===== src/rtl/matrix_cat_sched.sv =====
// Last-dimension concatenation sequencer for two MX block streams.
// Each output row takes IN0_ROW_BEATS blocks from port 0 and then IN1_ROW_BEATS
// blocks from port 1. After ROWS rows the final block is tagged "last" and the
// sequence starts over. Blocks pass through a single registered output stage.
//
// Handshake: a block moves on any rising edge where its valid and ready are both
// high. Ready never depends on the same port's valid. An output block with
// valid high and ready low holds every output register stable until accepted.
module matrix_cat_sched #(
    parameter int MAN_WIDTH     = 8,
    parameter int EXP_WIDTH     = 8,
    parameter int BLOCK_SIZE    = 4,
    parameter int IN0_ROW_BEATS = 2,
    parameter int IN1_ROW_BEATS = 3,
    parameter int ROWS          = 4
) (
    input  logic                 clk,
    input  logic                 rst,
    input  logic [MAN_WIDTH-1:0] mdata_in_0 [BLOCK_SIZE],
    input  logic [EXP_WIDTH-1:0] edata_in_0,
    input  logic                 data_in_0_valid,
    output logic                 data_in_0_ready,
    input  logic [MAN_WIDTH-1:0] mdata_in_1 [BLOCK_SIZE],
    input  logic [EXP_WIDTH-1:0] edata_in_1,
    input  logic                 data_in_1_valid,
    output logic                 data_in_1_ready,
    output logic [MAN_WIDTH-1:0] mdata_out_0 [BLOCK_SIZE],
    output logic [EXP_WIDTH-1:0] edata_out_0,
    output logic                 data_out_0_valid,
    input  logic                 data_out_0_ready,
    output logic                 data_out_0_row_end,
    output logic                 data_out_0_last,
    output logic                 dbg_state
);

    localparam int MAX_BEATS = (IN0_ROW_BEATS > IN1_ROW_BEATS) ? IN0_ROW_BEATS : IN1_ROW_BEATS;
    localparam int BEAT_W    = $clog2(MAX_BEATS + 1);
    localparam int ROW_W     = $clog2(ROWS + 1);
    localparam logic [BEAT_W-1:0] IN0_LAST = BEAT_W'(IN0_ROW_BEATS - 1);
    localparam logic [BEAT_W-1:0] IN1_LAST = BEAT_W'(IN1_ROW_BEATS - 1);
    localparam logic [ROW_W-1:0]  ROW_LAST = ROW_W'(ROWS - 1);

    typedef enum logic {
        SEL_0 = 1'b0,
        SEL_1 = 1'b1
    } sel_e;

    sel_e                 state_q, state_d;
    logic [BEAT_W-1:0]    beat_cnt_q, beat_cnt_d;
    logic [ROW_W-1:0]     row_cnt_q, row_cnt_d;
    logic [MAN_WIDTH-1:0] mdata_q [BLOCK_SIZE];
    logic [MAN_WIDTH-1:0] mdata_d [BLOCK_SIZE];
    logic [EXP_WIDTH-1:0] edata_q, edata_d;
    logic                 valid_q, valid_d;
    logic                 row_end_q, row_end_d;
    logic                 last_q, last_d;

    logic can_load;
    logic xfer_0;
    logic xfer_1;
    logic tag_row_end;
    logic tag_last;

    // The output register may take a new block when empty or being drained.
    assign can_load        = !valid_q || data_out_0_ready;
    assign data_in_0_ready = !rst && (state_q == SEL_0) && can_load;
    assign data_in_1_ready = !rst && (state_q == SEL_1) && can_load;
    assign xfer_0          = data_in_0_valid && data_in_0_ready;
    assign xfer_1          = data_in_1_valid && data_in_1_ready;

    // Port selection and beat/row counting; advances only on a handshake.
    always_comb begin
        state_d     = state_q;
        beat_cnt_d  = beat_cnt_q;
        row_cnt_d   = row_cnt_q;
        tag_row_end = 1'b0;
        tag_last    = 1'b0;
        case (state_q)
            SEL_0: begin
                if (xfer_0) begin
                    if (beat_cnt_q == IN0_LAST) begin
                        beat_cnt_d = '0;
                        state_d    = SEL_1;
                    end else begin
                        beat_cnt_d = beat_cnt_q + 1'b1;
                    end
                end
            end
            SEL_1: begin
                if (xfer_1) begin
                    if (beat_cnt_q == IN1_LAST) begin
                        beat_cnt_d  = '0;
                        state_d     = SEL_0;
                        tag_row_end = 1'b1;
                        if (row_cnt_q == ROW_LAST) begin
                            tag_last  = 1'b1;
                            row_cnt_d = '0;
                        end else begin
                            row_cnt_d = row_cnt_q + 1'b1;
                        end
                    end else begin
                        beat_cnt_d = beat_cnt_q + 1'b1;
                    end
                end
            end
            default: state_d = SEL_0;
        endcase
    end

    // Output stage: hold under backpressure, load on transfer, else go empty.
    always_comb begin
        mdata_d   = mdata_q;
        edata_d   = edata_q;
        valid_d   = valid_q;
        row_end_d = row_end_q;
        last_d    = last_q;
        if (can_load) begin
            valid_d = xfer_0 || xfer_1;
            if (xfer_0) begin
                mdata_d   = mdata_in_0;
                edata_d   = edata_in_0;
                row_end_d = tag_row_end;
                last_d    = tag_last;
            end else if (xfer_1) begin
                mdata_d   = mdata_in_1;
                edata_d   = edata_in_1;
                row_end_d = tag_row_end;
                last_d    = tag_last;
            end
        end
    end

    // State, counters and output registers; reset drops any pending block.
    always_ff @(posedge clk or posedge rst) begin
        if (rst) begin
            state_q    <= SEL_0;
            beat_cnt_q <= '0;
            row_cnt_q  <= '0;
            for (int i = 0; i < BLOCK_SIZE; i++) begin
                mdata_q[i] <= '0;
            end
            edata_q    <= '0;
            valid_q    <= 1'b0;
            row_end_q  <= 1'b0;
            last_q     <= 1'b0;
        end else begin
            state_q    <= state_d;
            beat_cnt_q <= beat_cnt_d;
            row_cnt_q  <= row_cnt_d;
            mdata_q    <= mdata_d;
            edata_q    <= edata_d;
            valid_q    <= valid_d;
            row_end_q  <= row_end_d;
            last_q     <= last_d;
        end
    end

    assign mdata_out_0        = mdata_q;
    assign edata_out_0        = edata_q;
    assign data_out_0_valid   = valid_q;
    assign data_out_0_row_end = row_end_q;
    assign data_out_0_last    = last_q;
    assign dbg_state          = state_q;

endmodule


===== config.mk =====
export PLATFORM = sky130hd
export DESIGN_NAME = matrix_cat_sched
export DESIGN_NICKNAME = d
export VERILOG_FILES = /design/src/rtl/matrix_cat_sched.sv
export SDC_FILE = /design/constraint.sdc
export NUM_CORES = 1
export LEC_CHECK = 0
export CAP_MARGIN = 20
export CORE_MARGIN = 2
export CORE_UTILIZATION = 42
export DETAILED_ROUTE_END_ITERATION = 12
export MAX_ROUTING_LAYER = met4
export PLACE_DENSITY = 0.85
export SKIP_CTS_REPAIR_TIMING = 1
export SYNTH_ARGS = -nofsm -noshare
export SYNTH_HDL_FRONTEND = slang
export SYNTH_SLANG_ARGS = --single-unit
export TNS_END_PERCENT = 50

===== constraint.sdc =====
create_clock -name clk -period 4.2 [get_ports clk]
set_clock_uncertainty 0.2 [all_clocks]
set_input_delay 1.26 -clock clk [delete_from_list [all_inputs] [get_ports clk]]
set_output_delay 1.26 -clock clk [all_outputs]
set_load 0.005 [all_outputs]

# After elaboration in Yosys (flattened, before gate mapping)
# Cells that the tools add are included.
# word_totals
regBits	49
latch_bits	0
mem_bits_rw	0
rom_bits	0
output_inout_bits	46
word_cells	59
n_memories	0
# classes
add_sub_neg	2
mul	0
div_mod_pow	0
magnitude_cmp	0
n_eq_ne	5
shift	0
mux	26
n_bitwise	1
reduce_logical	14
# ops
operator	count
32-bit two-way mux	2
8-bit two-way mux	2
1-bit two-way mux	15
2-bit two-way mux	4
1-bit logical AND	6
2-bit case mux with 2 select lines	1
2-bit AND reduction	2
3-bit by 1-bit adder with 3-bit output, second input constant	1
3-bit by 2-bit equality test with 1-bit output, second input constant	1
3-bit two-way mux	1
3-bit AND reduction	1
2-bit by 1-bit adder with 2-bit output, second input constant	1
2-bit by 1-bit equality test with 1-bit output, second input constant	1
2-bit equality test, second input constant	1
1-bit logical NOT	2
1-bit logical OR	2
2-bit by 1-bit != test with 1-bit output, second input constant	1
2-bit != test, second input constant	1
1-bit case mux with 2 select lines	1
2-bit nonzero test	1
1-bit NOT	1

# Logic depth before layout (Yosys ltp)
# depth
ltp_word	8
depth_mapped	6
mapped_depth_nobuf	4

# Worst setup path before layout
# Ideal clock, no wire load.
# synth_timing
path_type	input to output
start	input rst
end	output data_in_1_ready
arrival_ns	1.728
setup_slack_ns	1.012
cell_stages	2
path_buffers	1
path_cell_list	clkbuf_1 nor3b_1
# synth_via
elab_chain_cells	3
# synth_rtl
element	line	rtl
start: declaration	18	input logic rst,
1-bit logical NOT (no source line)	--	
1-bit logical AND (2 in a row)	67	assign data_in_1_ready = !rst && (state_q == SEL_1) && can_load;
end: declaration	26	output logic data_in_1_ready,
# No other way between the ends.

# Worst setup path after layout
# layout_timing
start	input data_out_0_ready
end	output data_in_1_ready
# layout_via
elab_chain_cells	2
# layout_rtl
element	line	rtl
start: declaration	30	input logic data_out_0_ready,
1-bit logical OR	65	assign can_load = !valid_q || data_out_0_ready;
1-bit logical AND	67	
# No other way between the ends.

==> summary.md <==
| Metric | Value |
|---|---|
| Multi-input gate area | `approximately 1100 um2` |
| Worst min path class | `reg2reg` |
| Top routing layer in use | `met4` |
| Worst Hold Launch | `mdata_out_0[1]$_DFFE_PP0P_` |
| FMAX | `between 200 and 300 MHz` |
| Port Buffer Count | `between 100 and 150` |
| Total gr overflow | `0` |
| Syn nets | `between 200 and 300` |
| Synth Area in Simple Gates | `4.002%` |
| CTS Root Cell | `clkbuf_8` |
| Post-synthesis sequential area ratio | `49.02%` |
| GRT Util Overall | `roughly 17%` |
| Slew margin rel. | `between 60 and 70%` |
| Via Count | `1862` |
| Crit Path Category | `in2out` |
| Largest family of logic cells by synthesized area | `multiplexers` |
| Clk sinks | `just under 50` |
| Vias/cell | `roughly 4.9` |
| Adder-cell share of the synthesized area | `0.5003%` |
| Critical Path Fanout Max | `3` |
| Most frequent cells in the layout | `clkdlybuf4s50_1, mux2_2, dfrtp_1` |
| Register area | `roughly 1200 um2` |
| Internal Power | `around 1700 uW` |
| Compound-cell area share of the yosys netlist | `roughly 4.0%` |
| Post-Syn Area | `about 2500 um2` |
| Critical Path AT | `2480 ps` |
| RSZ-0062 raised after global routing | `false` |
| Share of total power in combinational logic | `between 40% and 50%` |
| H-tree depth | `2` |
| Die Wd | `between 80 and 90 um` |
| CP Capture Type | `primary output` |
| Worst r2r src | `dbg_state$_DFF_PP0_` |
| Clk_lat worst skew | `290 ps` |
| #FFs+latches synth | `49` |
| Core Region | `5851 um2` |
| Initial Utilization | `a little over two fifths` |
| Lkg Pwr | `between 0.0015 and 0.002 uW` |
| XOR/XNOR share of the synthesized area | `0%` |
| PwrDens | `around 570 nW/um2` |
| Final setup margin | `about 260 ps` |
| Share of cells above drive strength 1 | `32.79%` |
| N_diodes | `0` |
| Routed WL | `between 5000 and 6000 um` |
| Max-cap violations | `0` |
| Status | `finished, final reports clean` |
| Leading cell type in the layout, fill and taps excluded | `clkdlybuf4s50_1` |
| Reg clk slew, reported paths | `~80 ps` |
| Final Critical Period | `between 3000 and 4000 ps` |
| Post-layout nets | `slightly below 400` |
| Slew Limit Fails | `0` |
| TritonRoute pass-1 iters | `2` |
| DR DRC count | `0` |
| Mux contribution to synthesized area | `around 38%` |
| Area of the die | `around 6600 um2` |
| Sw Ratio | `26.22%` |
| # setup viols final | `0` |
| Mapped Cells | `between 150 and 200` |
| Post-route ant nets | `0` |
| Detailed-placement wirelength estimate | `about 4200 um` |
| CP startpoint kind | `primary input` |
| Length of routed met2 wiring | `2855 um` |
| Share of power burned in registers | `between 30% and 40%` |
| Place WS | `~250 ps` |
| Final period util | `93.86%` |
| CP Data Required Time | `around 2700 ps` |
| Initial antenna violation count | `0` |
| # fillers | `~460` |
| Mean post-synth cell area | `approximately 14 um2` |
| CP peak stage delay | `520 ps` |
| Switch Pwr | `between 500 and 600 uW` |
| Die Height | `around 81 um` |
| Vias in the first global route | `1915` |
| Clk buf depth | `2` |
| Worst vdd ir | `around 0.0003 V` |
| Largest net degree at the start of global routing | `between 40 and 50` |
| Final hold vios | `0` |
| CP max-delay cell | `clkdlybuf4s50_1` |
| Final TNS setup | `0 ps` |
| TritonCTS buffer count | `5` |
| CTS tree | `yes` |
| DRT met1 WL | `approximately 2100 um` |
| Drt wl/cell | `around 15 um` |
| Crit path cell chain | `clkdlybuf4s50_1 -> nor2b_1 -> nor3b_1 -> clkdlybuf4s50_1` |
| Routability congestion estimate | `approximately 0.7` |
| Met3 wire len | `~520 um` |
| Cell mode on critical path | `clkdlybuf4s50_1` |
| First-pass GRT wire length | `between 8000 and 9000 um` |
| Post-synth cell types | `29` |
| IO Pins | `131` |
| Area Overhead vs Synth | `58.73%` |
| Yosys warnings | `0` |
| Worst-margin pin slew | `508.3 ps` |
| Row Count | `28` |
| DRT iter0 DRCs | `40` |
| Critical path launch point | `data_out_0_ready` |
| Clock power share | `between 10% and 20%` |
## power by group through the flow
stage                     Sequential, uW  Clock, uW  Combinational [uW]
final                                827        386                1070
after global routing                 865        416                1150
after CTS                            831        399                1090
after detailed placement             839          0                1090
after global placement               821          0                1060
after floorplan                      838          0                 518
## metrics by stage
stage	instance area, um2	power (uW)	std cells	hold WS (ps)	utilization [%]
2_1_floorplan	2501	1356	173	274.0	-
3_3_place_gp	3836	1884	372	268.3	65.57
3_5_place_dp	3836	1924	372	290.6	65.57
4_1_cts	3970	2320	380	313.7	67.86
5_1_grt	3970	2430	380	325.9	67.86
6_report	3970	2281	380	308.7	67.86
## cell usage after synthesis
master     number  area (um2)
nor2b_1         3       18.77
a2bb2oi_1       1       8.760
nand4b_1        1       8.760
a22o_1          1       8.760
o41ai_1         1       8.760
buf_2           1       5.000
nand2b_4        1       13.76
mux2_4          1       15.01
clkbuf_1        1       3.750
nor4_2          1       12.51
mux2_2         81       912.1
buf_6           9       101.4
a211oi_4        1       20.02
a21boi_0        1       7.510
a21oi_1         2       10.01
mux2_1          1       11.26
buf_4           1       7.510
nand2b_1        2       12.51
a211o_1         1       8.760
nor2_1          1       3.750
nand2_1         2       7.510
dfrtp_1        49        1226
a311o_1         1       10.01
inv_1           2       7.510
a21o_1          1       7.510
o31a_1          1       8.760
nor3_1          3       15.01
nor3b_1         1       7.510
ha_1            1       12.51
## layer usage
layer  up-vias  track usage, %
met2        80           31.40
li1        882               -
met1       896           18.96
met5         -               -
met4         0           4.068
met3         4           4.444
## worst paths after layout
| check | end | slack [ps] | cells past startpoint |
|---|---|---|---|
| max | data_in_1_ready | 260 | 4 |
| min | mdata_out_0[1]$_DFFE_PP0P_ | 310 | 1 |
| max reg2reg | mdata_out_0[29]$_DFFE_PP0P_ | 2010 | 4 |
| min reg2reg | mdata_out_0[1]$_DFFE_PP0P_ | 310 | 1 |
| max in group asynchronous | mdata_out_0[2]$_DFFE_PP0P_ | 1980 | 4 |
| min in group asynchronous | data_out_0_valid$_DFFE_PP0P_ | 1310 | 3 |
## worst max-delay path: cells and delay by family
| family | cells | cell delay (ps) |
|---|---|---|
| buf+inv | 2 | 980 |
| simple gates | 2 | 230 |
## state kept, by name, summed over array words and instances (netlist names)
| name | flops |
|---|---|
| mdata_out_0 | 32 |
| edata_out_0 | 8 |
| row_cnt_q | 3 |
| beat_cnt_q | 2 |
| data_out_0_last | 1 |
| data_out_0_row_end | 1 |
| data_out_0_valid | 1 |
| dbg_state | 1 |
## logic make-up after synthesis
logic type,count (synthesis)
adder cells (fa/ha/maj),1
AO/OA/AOI/OAI,11
AND/OR/NAND/NOR,15
buffers and inverters,14
multiplexers,83
flip-flops,49
## cell type report
cell class	instances	area share, %
flip-flops and latches	49	30.89
multi-input cells	110	28.96
inverters	2	0.1891
repair buffers	136	34.23
clock inverters	3	1.639
well taps	75	2.364
clock buffers	5	1.733
(Power assumes the default switching activity.)
